==> config.mk <==
export PLATFORM = sky130hd
export DESIGN_NAME = alu_writeback_flat
export DESIGN_NICKNAME = d
export VERILOG_FILES = /design/src/rtl/alu_writeback_if.sv /design/src/rtl/alu_writeback.sv /design/src/flat_wrapper.sv
export SDC_FILE = /design/constraint.sdc
export NUM_CORES = 1
export LEC_CHECK = 0
export CAP_MARGIN = 10
export CORE_MARGIN = 3
export CORE_UTILIZATION = 41
export DETAILED_ROUTE_END_ITERATION = 6
export HOLD_SLACK_MARGIN = 0.1
export PLACE_DENSITY_LB_ADDON = 0.2
export SLEW_MARGIN = 30
export SYNTH_ARGS = -nofsm -noshare
export SYNTH_HDL_FRONTEND = slang
export SYNTH_SLANG_ARGS = --single-unit
==> constraint.sdc <==
create_clock -name clk -period 1.9 [get_ports clk]
set_input_delay 0.285 -clock clk [delete_from_list [all_inputs] [get_ports clk]]
set_output_delay 0.285 -clock clk [all_outputs]
set_load 0.02 [all_outputs]
==> src/rtl/alu_writeback_if.sv <==
// Bundle between the ALU/memory side and the writeback stage.
// The master drives results and load data; the slave drives the register-file write port and status.
interface alu_writeback_if #(
    parameter int DWIDTH = 16,
    parameter int AWIDTH = 3
);
    logic              en_in;
    logic              wb_sel;
    logic [AWIDTH-1:0] rd_addr;
    logic [DWIDTH-1:0] alu_y;
    logic [DWIDTH-1:0] mem_rdata;
    logic              mem_valid;
    logic              rf_we;
    logic [AWIDTH-1:0] rf_waddr;
    logic [DWIDTH-1:0] rf_wdata;
    logic              flag_z;
    logic              flag_n;
    logic              busy;
    logic              en_out;
    logic              err;

    modport master (
        output en_in, wb_sel, rd_addr, alu_y, mem_rdata, mem_valid,
        input  rf_we, rf_waddr, rf_wdata, flag_z, flag_n, busy, en_out, err
    );

    modport slave (
        input  en_in, wb_sel, rd_addr, alu_y, mem_rdata, mem_valid,
        output rf_we, rf_waddr, rf_wdata, flag_z, flag_n, busy, en_out, err
    );
endinterface

==> src/rtl/alu_writeback.sv <==
// Writeback stage: takes an ALU result or a pending load, performs one register-file write,
// updates zero/negative flags, and flags loads whose data never arrives.
module alu_writeback #(
    parameter int DWIDTH       = 16,
    parameter int AWIDTH       = 3,
    parameter int TIMEOUT      = 8,
    parameter int R0_HARDWIRED = 1
) (
    input  logic            clk,
    input  logic            rst,
    alu_writeback_if.slave  bus
);
    localparam int CW = (TIMEOUT > 1) ? $clog2(TIMEOUT) : 1;
    localparam logic [CW-1:0] CNT_LAST = CW'(TIMEOUT - 1);

    typedef enum logic [1:0] {IDLE, WAIT_MEM, WRITE} state_t;

    state_t            state_q, state_d;
    logic [CW-1:0]     cnt_q;
    logic [AWIDTH-1:0] addr_q;
    logic              load_alu, load_mem, timeout;

    // NOTE: every signal assigned here gets a default first, so no path leaves one unassigned (no latch).
    always_comb begin
        state_d  = state_q;
        load_alu = 1'b0;
        load_mem = 1'b0;
        timeout  = 1'b0;
        case (state_q)
            IDLE: begin
                if (bus.en_in) begin
                    if (bus.wb_sel) begin
                        state_d = WAIT_MEM;
                    end else begin
                        state_d  = WRITE;
                        load_alu = 1'b1;
                    end
                end
            end
            WAIT_MEM: begin
                // Data arriving on the final wait cycle still beats the timeout.
                if (bus.mem_valid) begin
                    state_d  = WRITE;
                    load_mem = 1'b1;
                end else if (cnt_q == CNT_LAST) begin
                    state_d = IDLE;
                    timeout = 1'b1;
                end
            end
            WRITE:   state_d = IDLE;
            default: state_d = IDLE;
        endcase
    end

    // NOTE: sequential state uses non-blocking assignments so every register sees pre-edge values.
    always_ff @(posedge clk) begin
        if (rst) begin
            state_q      <= IDLE;
            cnt_q        <= '0;
            addr_q       <= '0;
            bus.rf_waddr <= '0;
            bus.rf_wdata <= '0;
            bus.flag_z   <= 1'b0;
            bus.flag_n   <= 1'b0;
            bus.err      <= 1'b0;
        end else begin
            state_q <= state_d;
            bus.err <= timeout;

            if (state_q == IDLE) begin
                cnt_q <= '0;
                if (bus.en_in) addr_q <= bus.rd_addr;
            end else if (state_q == WAIT_MEM) begin
                cnt_q <= cnt_q + 1'b1;
            end

            // Write-port registers load only on entry to WRITE and hold otherwise.
            if (load_alu) begin
                bus.rf_waddr <= bus.rd_addr;
                bus.rf_wdata <= bus.alu_y;
            end else if (load_mem) begin
                bus.rf_waddr <= addr_q;
                bus.rf_wdata <= bus.mem_rdata;
            end

            if (state_q == WRITE) begin
                bus.flag_z <= (bus.rf_wdata == '0);
                bus.flag_n <= bus.rf_wdata[DWIDTH-1];
            end
        end
    end

    // Flags still follow a suppressed r0 write; only the enable is masked.
    assign bus.busy   = (state_q != IDLE);
    assign bus.en_out = (state_q == WRITE);
    assign bus.rf_we  = (state_q == WRITE) && !((R0_HARDWIRED != 0) && (bus.rf_waddr == '0));
endmodule
==> src/flat_wrapper.sv <==
// flat-port wrapper written by rule: the top's interface ports become plain ports
module alu_writeback_flat 
#(
    parameter int DWIDTH       = 16,
    parameter int AWIDTH       = 3,
    parameter int TIMEOUT      = 8,
    parameter int R0_HARDWIRED = 1
)
  (clk, rst, bus_en_in, bus_wb_sel, bus_rd_addr, bus_alu_y, bus_mem_rdata, bus_mem_valid, bus_rf_we, bus_rf_waddr, bus_rf_wdata, bus_flag_z, bus_flag_n, bus_busy, bus_en_out, bus_err);
  alu_writeback_if #(.DWIDTH(DWIDTH), .AWIDTH(AWIDTH)) bus_i ();
  input  logic clk;
  input  logic rst;
  input wire logic [$bits(bus_i.en_in)-1:0] bus_en_in;
  input wire logic [$bits(bus_i.wb_sel)-1:0] bus_wb_sel;
  input wire logic [$bits(bus_i.rd_addr)-1:0] bus_rd_addr;
  input wire logic [$bits(bus_i.alu_y)-1:0] bus_alu_y;
  input wire logic [$bits(bus_i.mem_rdata)-1:0] bus_mem_rdata;
  input wire logic [$bits(bus_i.mem_valid)-1:0] bus_mem_valid;
  output wire logic [$bits(bus_i.rf_we)-1:0] bus_rf_we;
  output wire logic [$bits(bus_i.rf_waddr)-1:0] bus_rf_waddr;
  output wire logic [$bits(bus_i.rf_wdata)-1:0] bus_rf_wdata;
  output wire logic [$bits(bus_i.flag_z)-1:0] bus_flag_z;
  output wire logic [$bits(bus_i.flag_n)-1:0] bus_flag_n;
  output wire logic [$bits(bus_i.busy)-1:0] bus_busy;
  output wire logic [$bits(bus_i.en_out)-1:0] bus_en_out;
  output wire logic [$bits(bus_i.err)-1:0] bus_err;
  assign bus_i.en_in = bus_en_in;
  assign bus_i.wb_sel = bus_wb_sel;
  assign bus_i.rd_addr = bus_rd_addr;
  assign bus_i.alu_y = bus_alu_y;
  assign bus_i.mem_rdata = bus_mem_rdata;
  assign bus_i.mem_valid = bus_mem_valid;
  assign bus_rf_we = bus_i.rf_we;
  assign bus_rf_waddr = bus_i.rf_waddr;
  assign bus_rf_wdata = bus_i.rf_wdata;
  assign bus_flag_z = bus_i.flag_z;
  assign bus_flag_n = bus_i.flag_n;
  assign bus_busy = bus_i.busy;
  assign bus_en_out = bus_i.en_out;
  assign bus_err = bus_i.err;
  alu_writeback #(.DWIDTH(DWIDTH), .AWIDTH(AWIDTH), .TIMEOUT(TIMEOUT), .R0_HARDWIRED(R0_HARDWIRED)) u_core (.clk(clk), .rst(rst), .bus(bus_i));
endmodule
==> metrics.md <==
| Metric | Value |
|---|---|
| Post-route minimum period | `1.733 ns` |
| Multi-input gate area | `729.5 um2` |
| Tcrit/Tclk final | `91.19%` |
| Status | `finished clean` |
| Final instance area | `2138 um2` |
| Row count | `20` |
| Clock sinks | `30` |
| Crit path arrival time | `1.45 ns` |
| YS warnings | `0` |
| Cell Area, Synth | `1404 um2` |
| Hold WC Path Type | `reg -> reg` |
| Met1 GRT Util | `17.97%` |
| Drt first pass iters | `4` |
| Global-route wire length before repair | `5.796 mm` |
| Post-cts sizing count | `3` |
| Io pins | `65` |
| Library cells used by synthesis | `25` |
| Critical-path top delay cell | `dfxtp_1` |
| Die height | `64.52 um` |
| DRT antenna net count | `0` |
| Final routed DRC violation total | `0` |
| Most area-hungry cell type in the Yosys netlist | `dfxtp_1` |
| Post-Syn Nets | `185` |
| Clk root buf | `clkbuf_4` |
| Synth Area in Compound Gates | `16.76%` |
| Initial antenna violation count | `0` |
| # setup viols final | `0` |
| Worst hold slack | `0.4643 ns` |
| Maxcap violations | `0` |
| Register bit count reported by yosys | `30` |
| WL final | `3.501 mm` |
| Busiest grt layer | `met2` |
| Reg clk slew, reported paths | `0.10 ns` |
| FILL cells | `267` |
| 1st-iter DRT viols | `41` |
| Vias per cell | `5.091` |
| Slew Viols, Final | `0` |
| Met2 Track Usage GR | `32.35%` |
| Kind of critical path | `reg -> out` |
| Post-synthesis mux area share | `16.40%` |
| Cell count of the worst reg-to-reg path | `4` |
| Sequential cell area | `600.6 um2` |
| Area contributors post-synth | `dfxtp_1 43%, mux2i_1 16%, a211oi_2 8.9%, nor2_1 7.0%, a211oi_1 4.8%` |
| F_max | `577.1 MHz` |
| Hold buffers post-CTS | `0` |
| Layout area overhead | `52.32%` |
| Mapped Cells | `143` |
| Die W | `64.52 um` |
| Clock latency on the worst-skew pair | `0.33 ns` |
| CP Max Fanout | `12` |
| Largest net degree at the start of global routing | `39` |
| HPWL Detailed | `2.647 mm` |
| Max VDD drop | `0.4854 mV` |
| Vias | `1,293` |
| Syn Area/Cell | `9.817 um2` |
| Vias in the first global route | `1,295` |
| H-tree depth | `2` |
| Wire length per cell | `13.78 um` |
| Core area | `3153 um2` |
| RSZ-0062 raised after global routing | `false` |
| Worst-margin pin slew | `0.4206 ns` |
| Share of cells above drive strength 1 | `12.38%` |
| Die Area | `4162 um2` |
| Worst setup EP type | `output port` |
| GPL Wtd Cong | `0.7508` |
| Startpoint type of the worst setup path | `flip-flop` |
| Max-Slew Margin vs Limit | `71.96%` |
| Postcts setup bufs | `0` |
| # diodes | `0` |
| Max clock buf depth | `2` |
| Crit path cell chain | `buf_4 > or2_2 > dlygate4sd2_1` |
| Hold Vio Cnt, Final | `0` |
| Layout net count | `251` |
| CTS tree | `done` |
| CTS buffer count | `5` |
| XOR/XNOR Fraction of Synth Area | `0%` |
| Critical path's largest stage delay | `0.33 ns` |
| Skew final | `0.007863 ns` |
| Synth Area in Adders | `1.783%` |
| Yosys top cell area share | `42.78%` |
| Largest family of logic cells by synthesized area | `simple AND/OR/NAND/NOR gates` |
| I/O Buffers | `64` |
| Post-Synth Simple-Gate Area | `17.02%` |
| Pleak | `0.0009171 uW` |
| Hold path depth | `2` |
| Effective utilization at floorplan | `44.52%` |
| Worst EP required | `1.62 ns` |
| Grt ovf | `0` |
| Total Routing Usage GR | `17.63%` |
| P per Cell Area | `686.0 nW/um2` |
| Placed Instance Area | `2082 um2` |
| Grt met3 use | `6.412%` |
| Sequential share of the synthesized area | `42.78%` |
[worst paths after layout]
path / start / slack [ns] / end
hold / removal: u_core.cnt_q[2] / 0.46 / u_core.cnt_q[2]
setup / recovery: u_core.state_q[1] / 0.17 / bus_busy
setup reg to reg: u_core.state_q[0] / 0.23 / u_core.bus.rf_wdata[7]
hold reg to reg: u_core.cnt_q[2] / 0.46 / u_core.cnt_q[2]
[final cells by class]
type / count / area share [%]
Clock buffer: 7 / 2.575
Tap cell: 44 / 2.575
Timing Repair Buffer: 71 / 32.24
Clock inverter: 1 / 0.2341
Inverter: 1 / 0.1755
Sequential cell: 30 / 28.09
Multi-Input combinational cell: 100 / 34.11
[synthesized netlist by cell type]
master     n
a211oi_1   9
inv_1      1
and3b_1    1
nand3_1    2
nor4_1     4
mux2i_1   23
o32ai_1    1
dfxtp_1   30
a211oi_2  10
o31a_1     1
buf_4      1
ha_1       2
nand2_1    5
or4b_4     1
clkbuf_4   1
nor2b_1    1
or2_2      1
buf_6      2
nand3b_1   3
a21oi_1    5
nor3b_1    2
nor3_1     3
nor2_1    26
buf_2      2
clkbuf_1   6
[routing by layer]
metal / wire, um / vias up
met3: 223 / 6
met5: 0 / -
met1: 1370 / 605
met4: 59 / 0
met2: 1847 / 36
li1: - / 646
[cells by family (layout without fill, tap and decap cells)]
family | after synthesis | count (layout)
compound gates | 26 | 26
fa+ha+maj | 2 | 2
buf+inv | 13 | 80
flops | 30 | 30
mux | 23 | 23
simple gates | 49 | 49
[power by group]
| part | leakage (uW) | switching [uW] | internal, uW | total (uW) |
|---|---|---|---|---|
| sequential | 0.000246 | 31.6 | 671 | 703 |
| combinational | 0.000636 | 162 | 205 | 367 |
| clock | 0.0000353 | 218 | 179 | 397 |
| total | 0.000917 | 412 | 1060 | 1470 |
[worst max-delay path, delay by kind of cell (launching register included)]
family | cells | cell delay, ns
buffers and inverters | 2 | 0.49
DFF | 1 | 0.33
and+or+nand+nor | 1 | 0.29
[flip-flops by register name, summed over array words and instances, names as in the netlist]
| register | flops |
|---|---|
| u_core.addr_q | 3 |
| u_core.bus.err | 1 |
| u_core.bus.flag_n | 1 |
| u_core.bus.flag_z | 1 |
| u_core.bus.rf_waddr | 3 |
| u_core.bus.rf_wdata | 16 |
| u_core.cnt_q | 3 |
| u_core.state_q | 2 |
[cells in the final DEF (no fill, tap or decap)]
cell	instances
clkinv_2	1
clkdlybuf4s50_1	61
nor2_1	26
clkbuf_4	5
o32ai_1	1
a211oi_2	10
nand2_1	5
or4b_4	1
and3b_1	1
a21oi_1	5
nor4_1	4
or2_2	1
dfxtp_1	30
nand3_1	2
nor3_1	3
nand3b_1	3
dlygate4sd2_1	3
nor2b_1	1
mux2i_1	23
clkbuf_1	1
clkbuf_8	1
o31a_1	1
buf_4	7
nor3b_1	2
a211oi_1	9
ha_1	2
inv_1	1
[through the flow]
step	total power, uW	cells	TNS (ns)	worst slack (ns)	util, %
after floorplan	901.7	143	0	0.4518	-
after global placement	1080	246	0	0.04426	66.03
after detailed placement	1092	246	-0.01789	-0.005817	66.03
after CTS	1480	254	0	0.1525	67.82
after global routing	1534	254	0	0.1192	67.82
final	1467	254	0	0.1673	67.82
Note: power is estimated with default switching activity, not from simulation.
